===== src/rtl/sram_bus_pkg.sv =====
// sram_bus_pkg: shared constants for the AVR external-SRAM bus mux.
// Contents: FSM state encoding, internal register page offsets and the read
// value returned for unmapped addresses.
package sram_bus_pkg;

  typedef logic [1:0] state_t;

  localparam state_t StIdle   = 2'd0;
  localparam state_t StAccess = 2'd1;
  localparam state_t StDone   = 2'd2;

  // Offsets within the internal register page
  localparam int unsigned REG_IRQ_PEND = 0;
  localparam int unsigned REG_IRQ_MASK = 1;
  localparam int unsigned REG_STATUS   = 2;

  localparam logic [7:0] UNMAPPED_RDATA = 8'hFF;

endpackage


===== src/rtl/sram_bus_irq.sv =====
// sram_bus_irq: interrupt mask register and registered, level-sensitive
// aggregation of the slave interrupt requests.
// Ports:
//   i_clk, i_rst     clock, asynchronous active-high reset
//   i_mask_we        write strobe for the mask register
//   i_mask_wdata     new mask value
//   i_s_irq          per-slave level interrupt requests
//   o_mask           current mask register
//   o_pend           s_irq & mask (combinational, for register reads)
//   o_irq            registered OR of the pending bits
module sram_bus_irq #(
  parameter int unsigned NUM_SLAVES = 2
) (
  input  logic                  i_clk,
  input  logic                  i_rst,
  input  logic                  i_mask_we,
  input  logic [NUM_SLAVES-1:0] i_mask_wdata,
  input  logic [NUM_SLAVES-1:0] i_s_irq,
  output logic [NUM_SLAVES-1:0] o_mask,
  output logic [NUM_SLAVES-1:0] o_pend,
  output logic                  o_irq
);

  logic [NUM_SLAVES-1:0] r_mask;
  logic                  r_irq;
  logic [NUM_SLAVES-1:0] w_pend;

  assign w_pend = i_s_irq & r_mask;

  always_ff @(posedge i_clk or posedge i_rst) begin
    if (i_rst) begin
      r_mask <= '0;
      r_irq  <= 1'b0;
    end else begin
      if (i_mask_we) r_mask <= i_mask_wdata;
      r_irq <= |w_pend;
    end
  end

  assign o_mask = r_mask;
  assign o_pend = w_pend;
  assign o_irq  = r_irq;

endmodule


===== src/rtl/sram_bus_mux.sv =====
// sram_bus_mux: bridge from the AVR external-SRAM bus to NUM_SLAVES
// memory-mapped slaves. Addresses from BASE are split into 2^SPAN_LOG2-byte
// slots; slot NUM_SLAVES is an internal register page, anything else is
// unmapped. Slave accesses are sequenced IDLE -> ACCESS -> DONE with wait-state
// stretching; an optional bus timeout is enabled by the macro
// SRAM_BUS_MUX_TIMEOUT_EN (when undefined ACCESS waits forever, STATUS reads 0).
// Ports:
//   i_clk, i_rst            clock, asynchronous active-high reset
//   i_m_a/i_m_d_in          master address / write data
//   o_m_d_out               registered read data to master
//   i_m_cs/i_m_oe/i_m_we    master strobe, read enable, write enable
//   o_m_wait                combinational stall to master
//   o_s_a/o_s_d_out         shared slave offset / write data
//   i_s_d_in                packed slave read data, slave k at [k*DATA_W +: DATA_W]
//   o_s_cs/o_s_oe/o_s_we    one-hot select, read and write strobes
//   i_s_wait/i_s_irq        per-slave wait and level interrupt
//   o_irq                   aggregated masked interrupt
module sram_bus_mux
  import sram_bus_pkg::*;
#(
  parameter int unsigned       NUM_SLAVES = 2,
  parameter int unsigned       ADDR_W     = 16,
  parameter int unsigned       DATA_W     = 8,
  parameter logic [ADDR_W-1:0] BASE       = 16'h8000,
  parameter int unsigned       SPAN_LOG2  = 8,
  parameter int unsigned       TIMEOUT    = 64
) (
  input  logic                         i_clk,
  input  logic                         i_rst,
  input  logic [ADDR_W-1:0]            i_m_a,
  input  logic [DATA_W-1:0]            i_m_d_in,
  output logic [DATA_W-1:0]            o_m_d_out,
  input  logic                         i_m_cs,
  input  logic                         i_m_oe,
  input  logic                         i_m_we,
  output logic                         o_m_wait,
  output logic [SPAN_LOG2-1:0]         o_s_a,
  output logic [DATA_W-1:0]            o_s_d_out,
  input  logic [NUM_SLAVES*DATA_W-1:0] i_s_d_in,
  output logic [NUM_SLAVES-1:0]        o_s_cs,
  output logic                         o_s_oe,
  output logic                         o_s_we,
  input  logic [NUM_SLAVES-1:0]        i_s_wait,
  input  logic [NUM_SLAVES-1:0]        i_s_irq,
  output logic                         o_irq
);

  localparam int unsigned SLOT_W = 3;

  state_t                r_state;
  logic [DATA_W-1:0]     r_m_d_out;
  logic [NUM_SLAVES-1:0] r_s_cs;
  logic [SPAN_LOG2-1:0]  r_s_a;
  logic [DATA_W-1:0]     r_s_d_out;
  logic                  r_s_oe;
  logic                  r_s_we;

  logic [ADDR_W-1:0]     w_off;
  logic [ADDR_W-1:0]     w_slot;
  logic [SLOT_W-1:0]     w_slot_idx;
  logic [SPAN_LOG2-1:0]  w_reg_off;
  logic                  w_req;
  logic                  w_hit_slave;
  logic                  w_hit_int;
  logic                  w_int_wr;
  logic                  w_mask_we;
  logic [NUM_SLAVES-1:0] w_mask;
  logic [NUM_SLAVES-1:0] w_pend;
  logic [DATA_W-1:0]     w_status;
  logic [DATA_W-1:0]     w_int_rdata;
  logic [DATA_W-1:0]     w_s_rdata;
  logic                  w_s_wait;

  // Addresses below BASE wrap to a huge slot number and fall out as unmapped
  assign w_off       = i_m_a - BASE;
  assign w_slot      = w_off >> SPAN_LOG2;
  assign w_slot_idx  = w_slot[SLOT_W-1:0];
  assign w_reg_off   = w_off[SPAN_LOG2-1:0];
  assign w_req       = i_m_cs & (i_m_oe | i_m_we);
  assign w_hit_slave = w_slot < ADDR_W'(NUM_SLAVES);
  assign w_hit_int   = w_slot == ADDR_W'(NUM_SLAVES);
  assign w_int_wr    = (r_state == StIdle) & w_req & w_hit_int & i_m_we;
  assign w_mask_we   = w_int_wr & (w_reg_off == SPAN_LOG2'(REG_IRQ_MASK));

  sram_bus_irq #(
    .NUM_SLAVES (NUM_SLAVES)
  ) u_irq (
    .i_clk        (i_clk),
    .i_rst        (i_rst),
    .i_mask_we    (w_mask_we),
    .i_mask_wdata (i_m_d_in[NUM_SLAVES-1:0]),
    .i_s_irq      (i_s_irq),
    .o_mask       (w_mask),
    .o_pend       (w_pend),
    .o_irq        (o_irq)
  );

`ifdef SRAM_BUS_MUX_TIMEOUT_EN
  logic              r_to_flag;
  logic [SLOT_W-1:0] r_to_slot;
  logic [SLOT_W-1:0] r_slot;
  logic [7:0]        r_tmo_cnt;
  logic              w_stat_clr;

  assign w_stat_clr = w_int_wr & (w_reg_off == SPAN_LOG2'(REG_STATUS)) & i_m_d_in[0];

  always_comb begin
    w_status      = '0;
    w_status[0]   = r_to_flag;
    w_status[6:4] = r_to_slot;
  end
`else
  assign w_status = '0;
`endif

  always_comb begin
    w_int_rdata = '0;
    case (w_reg_off)
      SPAN_LOG2'(REG_IRQ_PEND): w_int_rdata = DATA_W'(w_pend);
      SPAN_LOG2'(REG_IRQ_MASK): w_int_rdata = DATA_W'(w_mask);
      SPAN_LOG2'(REG_STATUS):   w_int_rdata = w_status;
      default:                  w_int_rdata = '0;
    endcase
  end

  // r_s_cs is one-hot (or zero), so OR-reduction selects the active slave
  always_comb begin
    w_s_rdata = '0;
    for (int k = 0; k < NUM_SLAVES; k++) begin
      if (r_s_cs[k]) w_s_rdata = w_s_rdata | i_s_d_in[k*DATA_W +: DATA_W];
    end
  end

  assign w_s_wait = |(i_s_wait & r_s_cs);

  always_ff @(posedge i_clk or posedge i_rst) begin
    if (i_rst) begin
      r_state   <= StIdle;
      r_m_d_out <= '0;
      r_s_cs    <= '0;
      r_s_a     <= '0;
      r_s_d_out <= '0;
      r_s_oe    <= 1'b0;
      r_s_we    <= 1'b0;
`ifdef SRAM_BUS_MUX_TIMEOUT_EN
      r_to_flag <= 1'b0;
      r_to_slot <= '0;
      r_slot    <= '0;
      r_tmo_cnt <= '0;
`endif
    end else begin
      case (r_state)
        StIdle: begin
          if (w_req) begin
            if (w_hit_slave) begin
              r_state   <= StAccess;
              r_s_cs    <= NUM_SLAVES'(1) << w_slot_idx;
              r_s_a     <= w_reg_off;
              r_s_d_out <= i_m_d_in;
              r_s_we    <= i_m_we;
              r_s_oe    <= ~i_m_we;
`ifdef SRAM_BUS_MUX_TIMEOUT_EN
              r_slot    <= w_slot_idx;
              r_tmo_cnt <= '0;
`endif
            end else begin
              r_state <= StDone;
              if (!i_m_we) r_m_d_out <= w_hit_int ? w_int_rdata : DATA_W'(UNMAPPED_RDATA);
`ifdef SRAM_BUS_MUX_TIMEOUT_EN
              // A timeout can only be set in StAccess, so this clear never races it
              if (w_stat_clr) r_to_flag <= 1'b0;
`endif
            end
          end
        end
        StAccess: begin
          if (!i_m_cs) begin
            // Abort: master gave up, leave read data and status untouched
            r_state <= StIdle;
            r_s_cs  <= '0;
            r_s_oe  <= 1'b0;
            r_s_we  <= 1'b0;
          end else if (!w_s_wait) begin
            r_state <= StDone;
            if (r_s_oe) r_m_d_out <= w_s_rdata;
            r_s_cs  <= '0;
            r_s_oe  <= 1'b0;
            r_s_we  <= 1'b0;
          end
`ifdef SRAM_BUS_MUX_TIMEOUT_EN
          else if (r_tmo_cnt == 8'(TIMEOUT - 1)) begin
            r_state   <= StDone;
            r_m_d_out <= DATA_W'(UNMAPPED_RDATA);
            r_to_flag <= 1'b1;
            r_to_slot <= r_slot;
            r_s_cs    <= '0;
            r_s_oe    <= 1'b0;
            r_s_we    <= 1'b0;
          end else begin
            r_tmo_cnt <= r_tmo_cnt + 8'd1;
          end
`endif
        end
        StDone: begin
          if (!i_m_cs) r_state <= StIdle;
        end
        default: r_state <= StIdle;
      endcase
    end
  end

  // Combinational so the AVR is stalled in the very cycle it makes the request
  assign o_m_wait  = ~i_rst & (((r_state == StIdle) & w_req) | (r_state == StAccess));
  assign o_m_d_out = r_m_d_out;
  assign o_s_cs    = r_s_cs;
  assign o_s_a     = r_s_a;
  assign o_s_d_out = r_s_d_out;
  assign o_s_oe    = r_s_oe;
  assign o_s_we    = r_s_we;

endmodule


===== config.mk =====
export PLATFORM = sky130hd
export DESIGN_NAME = sram_bus_mux
export DESIGN_NICKNAME = d
export VERILOG_FILES = /design/src/rtl/sram_bus_pkg.sv /design/src/rtl/sram_bus_irq.sv /design/src/rtl/sram_bus_mux.sv
export SDC_FILE = /design/constraint.sdc
export NUM_CORES = 1
export LEC_CHECK = 0
export ABC_CLOCK_PERIOD_IN_PS = 2300
export BUFFER_PORTS_ARGS = -buffer_cell sky130_fd_sc_hd__clkbuf_2
export CAP_MARGIN = 20
export CORE_MARGIN = 3
export CORE_UTILIZATION = 46
export DETAILED_ROUTE_END_ITERATION = 10
export HOLD_SLACK_MARGIN = 0.03
export PLACE_DENSITY = 0.8
export SLEW_MARGIN = 10
export SYNTH_ARGS = -nofsm -noshare
export SYNTH_HDL_FRONTEND = slang
export SYNTH_SLANG_ARGS = --single-unit

===== constraint.sdc =====
create_clock -name i_clk -period 2.3 [get_ports i_clk]
set_input_delay 0.345 -clock i_clk [delete_from_list [all_inputs] [get_ports i_clk]]
set_output_delay 0.345 -clock i_clk [all_outputs]
set_load 0.02 [all_outputs]

==> flow_summary.ini, run 1 <==
[yosys]
syn_area_um2 = 1637
synth_cells = 130
muxShareOfSynthArea_pct = 21.10
synth-async-reset-ratio_pct = 100.0
syn_avg_cell_area_um2 = 12.59
yosysTopAreaCell = dfrtp_1
ys_seq_area_share_pct = 50.46
yosys.area_share.simple_pct = 11.70
synth_common_cells = 33 x dfrtp_1, 20 x mux2_2, 8 x a221oi_1, 8 x mux2_4, 8 x nor2_1
synth_xor_area_share_pct = 0
yosys.cell_types.count = 35
synthAdderAreaFrac_pct = 0
synth.most_common_cell = dfrtp_1
synth.area.top_cells = dfrtp_1 50%, mux2_2 14%, mux2_4 7.3%
synth-compound-area-share_pct = 12.00
netlist.area_leader.share_pct = 50.46
synth_ff_type = dfrtp_1
synth_top_family_by_area = multiplexers
synth_nets = 179
synth-seq-cells = 33
synth_edf_count = 0
yosysWarnings = 0

[floorplanning]
design.core.area_um2 = 3390
start_util_pct = 48.28
io_pins = 79
die_h_um = 65.65
dieArea_um2 = 4309
num_rows = 21
chipWidth_um = 65.65

[placement]
placedInstanceArea_um2 = 2048
hpwl_mm = 2.866
pre_cts_slack_ns = 0.2049
place.port_buffers = 78
gp_congestion = 0.8230
dp_cells = 250

[sta]
period_share_pct = 84.33
grt_setup_unrepaired = false
setup_viol_count_final = 0
max_slew_margin_pct = 51.37
fmax_ghz = 0.5156
finalHoldViolations = 0
worst_slack_ns = 0.3605
worst_pin_slew_ns = 0.7251
whs_ns = 0.08274
fin_skew_ns = 0.002234
fin_crit_ns = 1.940
final_max_slew_viol_count = 0
setup_tns_ns = 0

[setup_path]
crit_start = r_state[1]
cp-endpoint = o_s_d_out[1]
r2r-end = o_s_d_out[1]
cp_max_fo = 18
required_ns = 2.52
reg2regPathDepth = 4
critPathKind = flip-flop to flip-flop
end_kind = flip-flop
r2r_slack_ns = 0.36
worstPathArrival_ns = 2.16
worstReg2RegStart = r_state[1]
start_kind = flip-flop

[worst_hold_path]
hold_path_class = input pin to asynchronous set/reset pin

[clock_tree]
cts_buffers = 5
clk_path_buf_depth = 2
cts.reportedPaths.clkPinSlew_ns = 0.09
ctsHoldBuffers = 0
cts_max_level = 2
cts-resized-gates = 0
cts_tree = yes
clock-root-buffer = clkbuf_4
clkSinkCount = 33
clk_latency_ns = 0.33
postCtsSetupRepairBufs = 0

[routing]
avgRoutedWirePerCell_um = 13.86
routed_wl_mm = 3.548
wl_met3_um = 192
avgViaCountPerCell = 5.195
drt_iter0_markers = 100
vias = 1330
highest_layer = met4
route.met2.wl_mm = 1.855
drtPass1Iterations = 4
drc = 0
met1_length_mm = 1.484
final_antenna_net_count = 0

[job]
drv_cap = 0

[cells_and_area]
num_antenna_cells = 0
stdcell_count = 256
post-route-util_pct = 61.68
final_nets = 260
syn2layout_area_growth_pct = 27.75
design_area_um2 = 2091
drive_gt1_share_pct = 56.67

[power_and_ir_drop]
powerDensity_nw_per_um2 = 517.0
switching_share_pct = 26.72
power_frac_seq_pct = 57.7
p_switching_mw = 0.2888
power_mw = 1.081
p_leak_nw = 1.062
clkPwrFrac_pct = 26.3
irDropWorstVdd_v = 0.0003710
comb_power_share_pct = 15.9
p_int_mw = 0.7921

[global_route]
grt_max_degree = 34
grt_use_total_pct = 17.10
antenna_found_initial = 0
grt_pass1_vias = 1285
grt_pass1_wl_mm = 5.664
overflow = 0

[status]
status = completed
kinds of logic after synthesis:
kind of cell | count (synthesis)
AOI/OAI and AO/OA | 26
muxes | 28
buffers and inverters | 12
and+or+nand+nor | 31
DFF | 33
layer usage:
metal | vias to the layer above | global-route usage, %
li1 | 648 | -
met1 | 648 | 20.92
met2 | 32 | 28.66
met3 | 2 | 5.470
met4 | 0 | 4.922
met5 | - | 0
cell usage in the layout, fill, tap and decap left out, types with 2 or more instances in the layout:
master     count
inv_1          5
mux2_2        20
mux2_4         8
dfrtp_1       33
nor2_1         8
buf_4          3
a22o_1         2
clkbuf_2      78
nand2_1        4
o22ai_1        2
o2111ai_1      2
nor3_1         4
a21oi_1        6
nor4_1         2
a221oi_1       8
nand2b_1       2
clkbuf_4       5
power groups by stage:
stage / sequential (mW) / combinational (mW) / clock [mW]
after floorplan: 0.661 / 0.0618 / 0
after global placement: 0.635 / 0.172 / 0
after detailed placement: 0.635 / 0.175 / 0
after CTS: 0.624 / 0.175 / 0.291
after global routing: 0.628 / 0.189 / 0.321
final: 0.624 / 0.172 / 0.284
final cells by class:
cell class / count / area (µm²)
well taps: 46 / 57.56
fillers: 293 / 1299
clock buffers: 5 / 37.54
clock inverters: 1 / 5.005
multi-input cells: 85 / 733.2
flip-flops and latches: 33 / 825.8
inverters: 5 / 18.77
repair buffers: 81 / 412.9
worst min-delay path by stage:
| stage | to | startpoint |
|---|---|---|
| finish | o_m_d_out[5] | i_rst |
| global route | o_s_oe | i_rst |
| CTS | o_s_d_out[7] | i_rst |
| detailed placement | r_state[1] | i_rst |
| global placement | r_state[1] | i_rst |
| floorplan | o_s_oe | i_m_we |
sequential cells by signal, indices dropped and copies added, names as in the netlist:
| register | flops |
|---|---|
| o_m_d_out | 8 |
| o_s_a | 8 |
| o_s_d_out | 8 |
| o_s_cs | 2 |
| r_state | 2 |
| u_irq.o_mask | 2 |
| o_s_oe | 1 |
| o_s_we | 1 |
| u_irq.o_irq | 1 |
critical path, stage by stage, from the launching register on:
cell,delay [ns]
dfrtp_1,0.48
or3b_4,0.44
or3_1,0.37
buf_4,0.23
mux2_4,0.32
No activity file was read; power rests on OpenSTA's default activity.
==> run 2: changes to the inputs <==
--- a/config.mk
+++ b/config.mk
@@ -5,14 +5,15 @@
 export SDC_FILE = /design/constraint.sdc
 export NUM_CORES = 1
 export LEC_CHECK = 0
-export ABC_CLOCK_PERIOD_IN_PS = 2300
+export ABC_AREA = 1
+export ABC_CLOCK_PERIOD_IN_PS = 1620
 export BUFFER_PORTS_ARGS = -buffer_cell sky130_fd_sc_hd__clkbuf_2
 export CAP_MARGIN = 20
 export CORE_MARGIN = 3
-export CORE_UTILIZATION = 46
+export CORE_UTILIZATION = 42
 export DETAILED_ROUTE_END_ITERATION = 10
 export HOLD_SLACK_MARGIN = 0.03
-export PLACE_DENSITY = 0.8
+export PLACE_DENSITY = 0.76
 export SLEW_MARGIN = 10
 export SYNTH_ARGS = -nofsm -noshare
 export SYNTH_HDL_FRONTEND = slang
==> constraint.sdc (replaced) <==
create_clock -name i_clk -period 1.62 [get_ports i_clk]
set_input_delay 0.243 -clock i_clk [delete_from_list [all_inputs] [get_ports i_clk]]
set_output_delay 0.243 -clock i_clk [all_outputs]
set_load 0.02 [all_outputs]
==> run 2 against run 1 <==
  * Via count up 26%
  * Critical path depth unchanged
  * Register-to-register slack worse by 0.19 ns
  * Count of clock-buffer cells in the layout up 2
  * Sequential share of layout area down 3.0 points
  * Combinational power rose to 5.5 times the previous value
  * Flip-flop and latch count unchanged
  * Sequential power up 75%
==> flow_summary.ini, run 2 <==
[setup_path]
worstPathArrival_ns = 1.30
cp_top_family = flip-flops
start_kind = flip-flop
max_stage_delay_ns = 0.42
critPathKind = flip-flop to output pin
end_kind = output pin
cp_cell_sequence = nor2_4 > nand2_1 > a21oi_1 > buf_4
cp_max_fo = 6
crit_path_top_delay_cell = dfrtp_1
required_ns = 1.38
critPathBufInv = 1

[cells_and_area]
final_common_cell = nand2_1
layout_common_cells = 113 x nand2_1, 77 x clkbuf_2, 33 x dfrtp_1
syn2layout_area_growth_pct = 31.04
final_nets = 362
design_area_um2 = 2261
drive_gt1_share_pct = 33.87
num_antenna_cells = 0

[floorplanning]
num_rows = 22
dieArea_um2 = 4913
io_pins = 79
die_h_um = 70.10
chipWidth_um = 70.10
start_util_pct = 45.42
design.core.area_um2 = 3799

[sta]
whs_ns = 0.1549
final_max_slew_viol_count = 0
worst_pin_slew_ns = 0.3993
setup_viol_count_final = 0
finalHoldViolations = 0
worst_slack_ns = 0.07464
setup_tns_ns = 0
grt_setup_unrepaired = false
fin_skew_ns = 0.002573
period_share_pct = 95.39
fmax_ghz = 0.6471
fin_crit_ns = 1.545
max_slew_margin_pct = 73.34

[routing]
drt_iter0_markers = 45
drc = 0
vias = 1680
final_antenna_net_count = 0
avgRoutedWirePerCell_um = 11.54
drtPass1Iterations = 4
avgViaCountPerCell = 4.654
routed_wl_mm = 4.165

[clock_tree]
clk_path_buf_depth = 2
clock-root-buffer = clkbuf_8
clk_latency_ns = 0.28
clkSinkCount = 33
cts.reportedPaths.clkPinSlew_ns = 0.06
cts_buffers = 5
postCtsSetupRepairBufs = 0
cts_max_level = 2
cts_tree = yes

[placement]
pre_cts_slack_ns = 0.2023
place.port_buffers = 78
placedInstanceArea_um2 = 2162
gp_congestion = 0.7833
hpwl_mm = 3.215

[global_route]
antenna_found_initial = 0
grt_use_total_pct = 17.92
grt_pass1_wl_mm = 7.079
overflow = 0
grt_max_degree = 27
grt_pass1_vias = 1595

[yosys]
synth-seq-cells = 33
synth_common_cells = 113 x nand2_1, 33 x dfrtp_1, 20 x inv_1
netlist.area_leader.share_pct = 47.86
synth_ff_type = dfrtp_1
yosys.area_share.simple_pct = 35.46
yosysWarnings = 0
yosys.cell_types.count = 20
synth_xor_area_share_pct = 0
ys_seq_area_share_pct = 47.86
syn_avg_cell_area_um2 = 7.502
synth_edf_count = 0
synth-async-reset-ratio_pct = 100.0
muxShareOfSynthArea_pct = 0
synth.area.top_cells = dfrtp_1 48%, nand2_1 25%, inv_1 4.4%
synth_nets = 279
yosysTopAreaCell = dfrtp_1
synth.most_common_cell = nand2_1
synthAdderAreaFrac_pct = 0
synth-compound-area-share_pct = 8.412
syn_area_um2 = 1725
synth_top_family_by_area = simple AND/OR/NAND/NOR gates
synth_cells = 230

[status]
status = completed

[power_and_ir_drop]
clkPwrFrac_pct = 23.4
power_frac_seq_pct = 41.2
powerDensity_nw_per_um2 = 1172
p_leak_nw = 1.341
irDropWorstVdd_v = 0.0007095
switching_share_pct = 36.96
comb_power_share_pct = 35.4
p_switching_mw = 0.9790
p_int_mw = 1.670
power_mw = 2.649

[worst_hold_path]
hold_path_class = input pin to flip-flop

[job]
drv_cap = 0
## run 2: cell count changes after synthesis, moves of 6 or more
cell,delta
a221oi_1,-8
o21ai_2,+6
inv_1,+15
nand2_1,+109
mux2_4,-8
mux2_2,-20
## run 2: area by class of cell
cell class	instances	area, µm²
Fill cell	359	1538
Sequential cell	33	825.8
Multi-Input combinational cell	167	757.0
Timing Repair Buffer	83	445.4
Clock buffer	7	86.33
Inverter	23	86.33
Tap cell	48	60.06
## run 2: worst register-to-register path, stage by stage, from the launching register on
cell and delay (ns):
dfrtp_1 0.42, inv_2 0.11, nand2_2 0.09, nor2_2 0.14, nand2_1 0.08, nand2_1 0.08, nand2_2 0.14, inv_1 0.19
nand2_1 0.08, nand2_1 0.06
## run 2: final timing paths
path	slack, ns	start	endpoint	cells past startpoint
min in group asynchronous	0.46	i_rst	o_s_a[7]	3
min	0.15	i_m_d_in[3]	o_s_d_out[3]	3
max in group asynchronous	0.72	i_rst	u_irq.o_mask[0]	4
max	0.07	r_state[1]	o_m_wait	4
min reg2reg	0.47	o_s_d_out[7]	o_s_d_out[7]	2
max reg2reg	0.17	r_state[1]	o_m_d_out[6]	9
## run 2: logic make-up (layout without fill, tap and decap cells)
| kind of cell | count (synthesis) | count (layout) |
|---|---|---|
| and+or+nand+nor | 147 | 147 |
| AOI/OAI and AO/OA | 20 | 20 |
| DFF | 33 | 33 |
| buffers and inverters | 30 | 113 |
## run 2: what timing repair did
item | 4_1_cts | 5_1_grt
resized for setup | 0 | 2
setup endpoints to repair | 0 | 1
hold endpoints to repair | 7 | 0
hold buffers | 1 | 0
## run 2: layer usage
metal / track usage (%) / share of wire (%)
met5: 0 / 0
met1: 23.52 / 45
met4: 5.319 / 1.3
met3: 6.763 / 9.8
met2: 27.49 / 44
## run 2: power groups by stage
stage / Clock (mW) / Combinational (mW) / Sequential, mW
floorplan: 0 / 0.411 / 1.28
global placement: 0 / 0.914 / 1.10
detailed placement: 0 / 0.933 / 1.11
CTS: 0.637 / 0.945 / 1.09
global route: 0.664 / 1.04 / 1.11
finish: 0.620 / 0.938 / 1.09
## run 2: stage by stage
stage,util [%],std cells
after global placement,56.92,353
after detailed placement,56.92,353
after CTS,59.45,361
final,59.52,361
after global routing,59.52,361
after floorplan,-,230
==> run 3: changes to the inputs <==
--- a/config.mk
+++ b/config.mk
@@ -9,8 +9,9 @@
 export ABC_CLOCK_PERIOD_IN_PS = 1620
 export BUFFER_PORTS_ARGS = -buffer_cell sky130_fd_sc_hd__clkbuf_2
 export CAP_MARGIN = 20
-export CORE_MARGIN = 3
+export CORE_MARGIN = 5
 export CORE_UTILIZATION = 42
+export CTS_CLUSTER_SIZE = 12
 export DETAILED_ROUTE_END_ITERATION = 10
 export HOLD_SLACK_MARGIN = 0.03
 export PLACE_DENSITY = 0.76
==> run 3 against run 2 <==
  * Global-route usage fell by 1.8 points
  * Clock power decreased by 0.8%
  * Via count down 0.42%
  * Final cell count is 1.7% higher
  * Routed wire length up 2.9%
  * Combinational power is 3.7% higher
  * Hold slack improved by 0.0082 ns
  * Flip-flop and latch count unchanged
  * Non-clock buffer count grew 4
  * Maximum frequency grew 0.64%
  * Setup slack better by 0.0098 ns
  * Critical endpoint unchanged
  * Largest cell class unchanged
==> flow_summary.ini, run 3 (synthesis gave the netlist of run 2 again) <==
[floorplanning]
dieArea_um2 = 5490
io_pins = 79
die_h_um = 74.10
num_rows = 23
chipWidth_um = 74.10
start_util_pct = 43.13
design.core.area_um2 = 4000

[setup_path]
required_ns = 1.38
max_stage_delay_ns = 0.43
cp_top_family = flip-flops
end_kind = output pin
r2r_slack_ns = 0.18
worstPathArrival_ns = 1.29
cp_max_fo = 4
critPathKind = flip-flop to output pin
r2r-end = o_m_d_out[0]
critPathBufInv = 1
cp_cell_sequence = nor2_4 > nand2_1 > a21oi_2 > clkbuf_4
worstReg2RegStart = r_state[1]
start_kind = flip-flop
reg2regPathDepth = 8
crit_path_top_delay_cell = dfrtp_1

[power_and_ir_drop]
p_leak_nw = 1.356
powerDensity_nw_per_um2 = 1173
irDropWorstVdd_v = 0.0004828

[sta]
grt_setup_unrepaired = false
setup_tns_ns = 0
finalHoldViolations = 0
fin_crit_ns = 1.536
worst_pin_slew_ns = 0.4125
fmax_ghz = 0.6512
period_share_pct = 94.79
final_max_slew_viol_count = 0
fin_skew_ns = 0.003102
setup_viol_count_final = 0
max_slew_margin_pct = 72.46

[worst_hold_path]
worstHoldEndpoint = o_s_d_out[4]
hold_path_class = input pin to flip-flop
hold_depth = 3
hp-start = i_m_d_in[4]

[clock_tree]
clock-root-buffer = clkbuf_8
clkSinkCount = 33
cts_max_level = 2
cts_buffers = 5
cts.reportedPaths.clkPinSlew_ns = 0.06
cts_tree = yes
clk_latency_ns = 0.28
clk_path_buf_depth = 2

[global_route]
antenna_found_initial = 0
grt_pass1_wl_mm = 6.824
grt_max_degree = 24
overflow = 0
grt_use_total_pct = 16.16
grt_pass1_vias = 1631

[cells_and_area]
seqCellArea_um2 = 825.8
num_antenna_cells = 0
design_area_um2 = 2285
syn2layout_area_growth_pct = 32.41
drive_gt1_share_pct = 35.02
final_nets = 366
multiInputGateArea_um2 = 760.7
layout_common_cells = 113 x nand2_1, 77 x clkbuf_2, 33 x dfrtp_1
final_common_cell = nand2_1
n_fill_cell = 382

[placement]
placedInstanceArea_um2 = 2160
place.port_buffers = 78
gp_congestion = 0.7872
hpwl_mm = 3.370

[routing]
vias = 1673
avgRoutedWirePerCell_um = 11.68
routed_wl_mm = 4.286
drtPass1Iterations = 4
drc = 0
drt_iter0_markers = 73
avgViaCountPerCell = 4.559
final_antenna_net_count = 0

[job]
drv_cap = 0

[status]
status = completed
==> run 3: area by class of cell <==
| cell class | count | share of cell area (%) |
|---|---|---|
| Sequential cell | 33 | 36.14 |
| Clock buffer | 7 | 3.779 |
| Multi-Input combinational cell | 167 | 33.30 |
| Timing Repair Buffer | 87 | 20.26 |
| Inverter | 23 | 3.779 |
| Tap cell | 50 | 2.738 |
==> run 3: stage by stage <==
step,utilization (%),hold slack [ns],cells,setup WS [ns],power [mW]
2_1_floorplan,-,0.3596,230,0.2980,1.692
3_3_place_gp,53.99,0.3011,356,0.2406,2.014
3_5_place_dp,53.99,0.2976,356,0.2329,2.027
4_1_cts,56.55,0.1563,364,0.03905,2.653
5_1_grt,57.12,0.1738,367,0.01319,2.860
6_report,57.12,0.1631,367,0.08444,2.681
==> run 3: how the worst max path moves through the flow <==
stage / startpoint / endpoint / slack [ns] / depth (start not counted)
floorplan: o_s_cs[1] / o_m_d_out[0] / 0.30 / 11
global placement: r_state[1] / o_m_d_out[0] / 0.24 / 8
detailed placement: r_state[1] / o_m_d_out[0] / 0.23 / 8
CTS: r_state[1] / o_m_wait / 0.04 / 4
global route: r_state[1] / o_m_d_out[1] / 0.01 / 8
finish: r_state[0] / o_m_wait / 0.08 / 4
==> run 3: routing by layer <==
layer	track usage (%)	part of all wire, %
met1	19.37	42
met2	27.17	45
met3	5.541	12
met4	5.433	1.2
met5	0	0
==> run 3: power breakdown <==
group / internal, mW / switching [mW]
clock network: 0.337 / 0.278
registers: 0.989 / 0.104
logic: 0.382 / 0.591
total: 1.71 / 0.973
==> run 3: timing repair <==
item | 4_1_cts | 5_1_grt
pin swaps | 0 | 1
hold buffers | 1 | 0
setup endpoints to repair | 1 | 1
resized for setup | 2 | 0
hold endpoints to repair | 33 | 0
setup buffers | 0 | 3
==> run 3: worst reg2reg max path, delay by kind of cell, from the launching register on <==
kind	cells	cell delay [ns]
AOI/OAI and AO/OA	1	0.18
DFF	1	0.41
and+or+nand+nor	5	0.36
buffers and inverters	2	0.39
